## config.mk

```make
export PLATFORM = sky130hd
export DESIGN_NAME = dmem_port
export DESIGN_NICKNAME = d
export VERILOG_FILES = /design/src/rtl/dmem_port.sv
export SDC_FILE = /design/constraint.sdc
export NUM_CORES = 1
export LEC_CHECK = 0
export BUFFER_PORTS_ARGS = -buffer_cell sky130_fd_sc_hd__buf_4
export CORE_MARGIN = 2
export CORE_UTILIZATION = 50
export CTS_BUF_LIST = sky130_fd_sc_hd__clkbuf_4 sky130_fd_sc_hd__clkbuf_8
export DETAILED_ROUTE_END_ITERATION = 7
export PLACE_DENSITY = 0.79
export SETUP_SLACK_MARGIN = 0.4
export SLEW_MARGIN = 10
export SYNTH_ARGS = -nofsm -noshare
export SYNTH_HDL_FRONTEND = slang
export SYNTH_SLANG_ARGS = --single-unit
```

## constraint.sdc

```tcl
create_clock -name CLK -period 2.7 [get_ports CLK]
set_input_delay 0.405 -clock CLK [delete_from_list [all_inputs] [get_ports CLK]]
set_output_delay 0.405 -clock CLK [all_outputs]
set_load 0.02 [all_outputs]
```

## src/rtl/dmem_port.sv

```systemverilog
// dmem_port: requester-side port between the core's memory stage and a single-port word SRAM.
// Define DMEM_SPLIT_EN to split word-crossing accesses into a lo/hi access pair; otherwise they error.
module dmem_port #(
  parameter int AWIDTH = 12
) (
  input  logic              CLK,
  input  logic              RST,
  input  logic              REQ_VALID,
  output logic              REQ_READY,
  input  logic              REQ_WE,
  input  logic [1:0]        REQ_SIZE,
  input  logic              REQ_UNSIGNED,
  input  logic [AWIDTH+1:0] REQ_ADDR,
  input  logic [31:0]       REQ_WDATA,
  output logic              RSP_VALID,
  output logic [31:0]       RSP_RDATA,
  output logic              RSP_ERR,
  output logic              CSN,
  output logic [AWIDTH-1:0] ADDR,
  output logic              WEN,
  output logic [3:0]        BE,
  output logic [31:0]       DI,
  input  logic [31:0]       DOUT
);

  typedef enum logic [2:0] {
    IDLE   = 3'd0,
    ACC_LO = 3'd1,
    RD_LO  = 3'd2,
    ACC_HI = 3'd3,
    RD_HI  = 3'd4,
    RESP   = 3'd5
  } state_t;

  state_t            state_q, state_d;
  logic              csn_q, csn_d;
  logic              wen_q, wen_d;
  logic [3:0]        be_q, be_d;
  logic [AWIDTH-1:0] addr_q, addr_d;
  logic [31:0]       di_q, di_d;
  logic              rsp_valid_q, rsp_valid_d;
  logic [31:0]       rsp_rdata_q, rsp_rdata_d;
  logic              rsp_err_q, rsp_err_d;

  logic              we_q, we_d;
  logic [1:0]        size_q, size_d;
  logic              uns_q, uns_d;
  logic [1:0]        off_q, off_d;
  logic              split_q, split_d;
  logic [3:0]        hi_be_q, hi_be_d;
  logic [31:0]       hi_di_q, hi_di_d;
  logic [31:0]       lo_q, lo_d;

  logic [3:0]        mask;
  logic [7:0]        lane8;
  logic [63:0]       wd_sh;
  logic              legal;
  logic              split_req;

  function automatic logic [3:0] size_mask(input logic [1:0] sz);
    case (sz)
      2'b00:   return 4'h1;
      2'b01:   return 4'h3;
      default: return 4'hF;
    endcase
  endfunction

  // Pull the addressed bytes out of the {hi,lo} word pair and extend them to 32 bits.
  function automatic logic [31:0] extend_load(input logic [63:0] pair, input logic [1:0] off,
                                              input logic [1:0] sz, input logic uns);
    logic [31:0]        sh;
    logic signed [31:0] sx;
    logic [31:0]        zx;
    sh = 32'(pair >> {off, 3'b000});
    case (sz)
      2'b00: begin
        sx = 32'($signed(sh[7:0]));
        zx = {24'h0, sh[7:0]};
      end
      2'b01: begin
        sx = 32'($signed(sh[15:0]));
        zx = {16'h0, sh[15:0]};
      end
      default: begin
        sx = $signed(sh);
        zx = sh;
      end
    endcase
    return uns ? zx : sx;
  endfunction

  always_comb begin
    mask  = size_mask(REQ_SIZE);
    lane8 = {4'h0, mask} << REQ_ADDR[1:0];
    wd_sh = {32'h0, REQ_WDATA} << {REQ_ADDR[1:0], 3'b000};
`ifdef DMEM_SPLIT_EN
    legal     = (REQ_SIZE != 2'b11);
    split_req = |lane8[7:4];
`else
    legal     = (REQ_SIZE == 2'b00) ||
                ((REQ_SIZE == 2'b01) && !REQ_ADDR[0]) ||
                ((REQ_SIZE == 2'b10) && (REQ_ADDR[1:0] == 2'b00));
    split_req = 1'b0;
`endif
  end

  always_comb begin
    state_d     = state_q;
    csn_d       = 1'b1;
    wen_d       = wen_q;
    be_d        = be_q;
    addr_d      = addr_q;
    di_d        = di_q;
    rsp_valid_d = 1'b0;
    rsp_rdata_d = rsp_rdata_q;
    rsp_err_d   = rsp_err_q;
    we_d        = we_q;
    size_d      = size_q;
    uns_d       = uns_q;
    off_d       = off_q;
    split_d     = split_q;
    hi_be_d     = hi_be_q;
    hi_di_d     = hi_di_q;
    lo_d        = lo_q;

    case (state_q)
      IDLE: begin
        if (REQ_VALID) begin
          we_d    = REQ_WE;
          size_d  = REQ_SIZE;
          uns_d   = REQ_UNSIGNED;
          off_d   = REQ_ADDR[1:0];
          split_d = split_req;
          hi_be_d = lane8[7:4];
          hi_di_d = wd_sh[63:32];
          if (legal) begin
            csn_d   = 1'b0;
            addr_d  = REQ_ADDR[AWIDTH+1:2];
            wen_d   = ~REQ_WE;
            be_d    = lane8[3:0];
            di_d    = wd_sh[31:0];
            state_d = ACC_LO;
          end else begin
            state_d = RESP;
          end
        end
      end

      ACC_LO: begin
        if (we_q) begin
          if (split_q) begin
            csn_d   = 1'b0;
            addr_d  = addr_q + AWIDTH'(1);
            be_d    = hi_be_q;
            di_d    = hi_di_q;
            state_d = ACC_HI;
          end else begin
            rsp_valid_d = 1'b1;
            rsp_rdata_d = 32'h0;
            rsp_err_d   = 1'b0;
            state_d     = RESP;
          end
        end else begin
          state_d = RD_LO;
        end
      end

      RD_LO: begin
        lo_d = DOUT;
        if (split_q) begin
          csn_d   = 1'b0;
          addr_d  = addr_q + AWIDTH'(1);
          be_d    = hi_be_q;
          state_d = ACC_HI;
        end else begin
          rsp_valid_d = 1'b1;
          rsp_rdata_d = extend_load({32'h0, DOUT}, off_q, size_q, uns_q);
          rsp_err_d   = 1'b0;
          state_d     = RESP;
        end
      end

      ACC_HI: begin
        if (we_q) begin
          rsp_valid_d = 1'b1;
          rsp_rdata_d = 32'h0;
          rsp_err_d   = 1'b0;
          state_d     = RESP;
        end else begin
          state_d = RD_HI;
        end
      end

      RD_HI: begin
        rsp_valid_d = 1'b1;
        rsp_rdata_d = extend_load({DOUT, lo_q}, off_q, size_q, uns_q);
        rsp_err_d   = 1'b0;
        state_d     = RESP;
      end

      RESP: begin
        // Arriving here with no pulse pending means the request was rejected at accept.
        if (rsp_valid_q) begin
          state_d = IDLE;
        end else begin
          rsp_valid_d = 1'b1;
          rsp_rdata_d = 32'h0;
          rsp_err_d   = 1'b1;
        end
      end

      default: state_d = IDLE;
    endcase
  end

  always_ff @(posedge CLK or posedge RST) begin
    if (RST) begin
      state_q     <= IDLE;
      csn_q       <= 1'b1;
      wen_q       <= 1'b1;
      be_q        <= 4'h0;
      addr_q      <= '0;
      di_q        <= 32'h0;
      rsp_valid_q <= 1'b0;
      rsp_rdata_q <= 32'h0;
      rsp_err_q   <= 1'b0;
    end else begin
      state_q     <= state_d;
      csn_q       <= csn_d;
      wen_q       <= wen_d;
      be_q        <= be_d;
      addr_q      <= addr_d;
      di_q        <= di_d;
      rsp_valid_q <= rsp_valid_d;
      rsp_rdata_q <= rsp_rdata_d;
      rsp_err_q   <= rsp_err_d;
    end
  end

  // Request attributes and the lo read word are only consumed after being written.
  always_ff @(posedge CLK) begin
    we_q    <= we_d;
    size_q  <= size_d;
    uns_q   <= uns_d;
    off_q   <= off_d;
    split_q <= split_d;
    hi_be_q <= hi_be_d;
    hi_di_q <= hi_di_d;
    lo_q    <= lo_d;
  end

  assign REQ_READY = (state_q == IDLE) & ~RST;
  assign RSP_VALID = rsp_valid_q;
  assign RSP_RDATA = rsp_rdata_q;
  assign RSP_ERR   = rsp_err_q;
  assign CSN       = csn_q;
  assign ADDR      = addr_q;
  assign WEN       = wen_q;
  assign BE        = be_q;
  assign DI        = di_q;

endmodule
```

==> metrics.txt <==
diodes inserted=0; Final Skew=between 0.01 and 0.015 ns; LEAKAGE=between 3 and 4 nW; Crit path required time=~3.1 ns; power density over cell area=1020 nW/µm²; I/O pin count=170; Crit Path Max Fanout=27; # rows=41; min Tclk post-route=approximately 2.2 ns; Max-cap violations=0; warnings from Yosys=0; VDD IR-drop max=between 0.5 and 0.6 mV; PortBufs=~170; Syn Area/Cell=between 10 and 15 µm²; hold path cells=2; first-pass GRT wire length=29800 µm; unrepaired setup endpoints after global routing=no; CTS H-tree lvls=4; drt drc=0; post-synthesis sequential area ratio=0.504; Die ar.=~14000 µm²; Final Slew Violations=0; routed via count=roughly 6000; Placed Instance Area=roughly 8000 µm²; cell area after layout=between 8000 and 9000 µm²; Post-Syn Nets=between 700 and 800; FMAX=about 0.46 GHz; Hold EP=WEN; Fin. Hold Viols=0; clock sink count=between 100 and 150; R2R depth=5; HPWL after DPL=13300 µm; share of synthesized registers carrying an async set or reset=0.696; layout cells sized above 1=0.337; reg-to-reg setup timing slack=0.52 ns; total negative slack=0 ns; WP data arrival=roughly 2.6 ns; CP Launch Type=register; synthesized instance count=roughly 630; layout net count=between 800 and 900; routed len/inst=~19 µm; Critical R2R Capture=RSP_RDATA[17]; post-route ant nets=0; hold_sp=REQ_WE; largest net degree at the start of global routing=74; status=finished clean; Final setup viols=0; initial core utilization=0.517; worst slew pin tran=approximately 0.74 ns; Worst-path clk slew=0.08 ns; Critical Path End Type=register; post-synthesis cell area=6580 µm²; Core Region=12700 µm²; Primary FF master, synth=dfrtp_1; via density per instance=around 6; most common cell after layout, fill and taps aside=buf_4; Routed WL=approximately 19000 µm; total grt overflow=0; RR Startpoint=state_q[0]; EDFF count, synth=38; Seq cells post-synth=~130; Area Overhead vs Synth=29.9%; min-delay worst type=input pin to register; Inserted Clock Buffers=17; worst skew pair latency=roughly 0.46 ns; die width=~120 µm; clock buffer depth=2; vias in the first global route=5794; drt pass-1 iters=5; CTS root buf=clkbuf_8; initial antenna violation count=0; DRT iter0 DRCs=roughly 420; headroom to the max-slew limit=0.506; WS Path Type=register to register; commonest cells after routing, fill and taps aside=buf_4, nand2_1, dfrtp_1; Total Routing Usage GR=0.272; RePlAce Congestion=about 1; Netlist cell types=between 50 and 60; Die Y=between 100 and 150 µm; Final Cycle Share=0.806; CTS tree=done
==> per-layer routing <==
metal,GRT usage,wire length [µm]
met5,0,0
met4,0.140,721
met3,0.0825,1760
met2,0.429,8970
met1,0.339,7330
==> power breakdown <==
group | internal, mW | switching [mW]
combinational | 1.62 | 2.21
clock | 1.05 | 0.833
sequential | 2.57 | 0.434
total | 5.24 | 3.48
==> worst max-delay path: stages, from the launching register on <==
cell     delay [ns]
dfrtp_1        0.60
mux2_2         0.41
mux2i_4        0.39
buf_4          0.39
a21oi_1        0.08
a31oi_1        0.20
==> through the flow <==
| stage | std cells | hold slack (ns) | util | worst slack [ns] | power, mW |
|---|---|---|---|---|---|
| 2_1_floorplan | 633 | 0.420 | - | 0.693 | 5.17 |
| 3_3_place_gp | 948 | 0.417 | 0.632 | 0.475 | 6.65 |
| 3_5_place_dp | 948 | 0.425 | 0.632 | 0.365 | 6.77 |
| 4_1_cts | 983 | 0.0822 | 0.670 | 0.420 | 8.71 |
| 5_1_grt | 984 | 0.0735 | 0.672 | 0.400 | 9.18 |
| 6_report | 984 | 0.114 | 0.672 | 0.523 | 8.72 |
==> kinds of logic (layout without fill, tap and decap cells) <==
group | after synthesis | count (layout) | synth area share
buffers and inverters | 56 | 235 | 0.0380
AND/OR/NAND/NOR | 178 | 178 | 0.116
AO/OA/AOI/OAI | 178 | 178 | 0.179
multiplexers | 95 | 95 | 0.162
XOR/XNOR | 1 | 1 | 0.00133
flip-flops | 125 | 125 | 0.504
==> final cells by class <==
type / count / area [µm²]
sequential: 125 / 3320
clock buffer: 18 / 248
multi-input combinational: 452 / 3030
tap: 172 / 215
clock inverter: 14 / 204
fill: 977 / 4170
inverter: 8 / 37.5
timing repair buffer: 195 / 1490
==> worst max-delay path by stage <==
stage                     startpoint       endpoint  depth (start not counted)
after global routing      state_q[0]  RSP_RDATA[22]                          5
final                     state_q[0]  RSP_RDATA[17]                          5
after CTS                   off_q[0]   RSP_RDATA[6]                          4
after floorplan           state_q[0]        lo_q[0]                          4
after detailed placement  state_q[1]        ADDR[5]                          6
after global placement    state_q[1]        ADDR[6]                          6
==> sequential cells by signal (all words and copies together) (netlist names) <==
| register | flops |
|---|---|
| uns_q | 1 |
| we_q | 1 |
| size_q | 2 |
| off_q | 2 |
| RSP_ERR | 1 |
| lo_q | 32 |
| RSP_RDATA | 32 |
| state_q | 3 |
| RSP_VALID | 1 |
| ADDR | 12 |
| DI | 32 |
| BE | 4 |
| CSN | 1 |
| WEN | 1 |
==> synth_stat cells (2+ instances only) <==
library cell / number / area [µm²]
buf_1: 6 / 22.5
nand2_1: 107 / 402
a32o_1: 8 / 80.1
o22ai_1: 4 / 25.0
buf_2: 17 / 85.1
mux2i_1: 59 / 591
nand3_1: 4 / 20.0
nor4_1: 2 / 12.5
dfstp_2: 2 / 52.6
edfxtp_1: 38 / 1140
nand2b_1: 2 / 12.5
a31oi_1: 6 / 37.5
nor3_1: 4 / 20.0
mux4_2: 6 / 135
or2_2: 2 / 12.5
a22oi_1: 7 / 52.6
o31ai_1: 11 / 82.6
mux2_2: 30 / 338
dfrtp_1: 85 / 2130
a21oi_1: 50 / 250
a21o_1: 2 / 15.0
clkbuf_1: 21 / 78.8
o21ai_0: 39 / 195
nor2b_1: 15 / 93.8
a211oi_1: 13 / 97.6
o31a_1: 4 / 35.0
a221o_1: 2 / 20.0
buf_4: 3 / 22.5
nor2_1: 36 / 135
a221oi_1: 5 / 43.8
o221ai_1: 9 / 78.8
inv_1: 8 / 30.0
o2bb2ai_1: 7 / 61.3
==> repair_timing <==
item / 4_1_cts / 5_1_grt
hold buffers: 1 / 0
endpoints found under the setup margin: 21 / 31
gates resized for setup: 2 / 4
setup buffers: 2 / 1
endpoints found under the hold margin: 12 / 0
cloned: 0 / 0
Note: power is estimated with default switching activity, not from simulation.
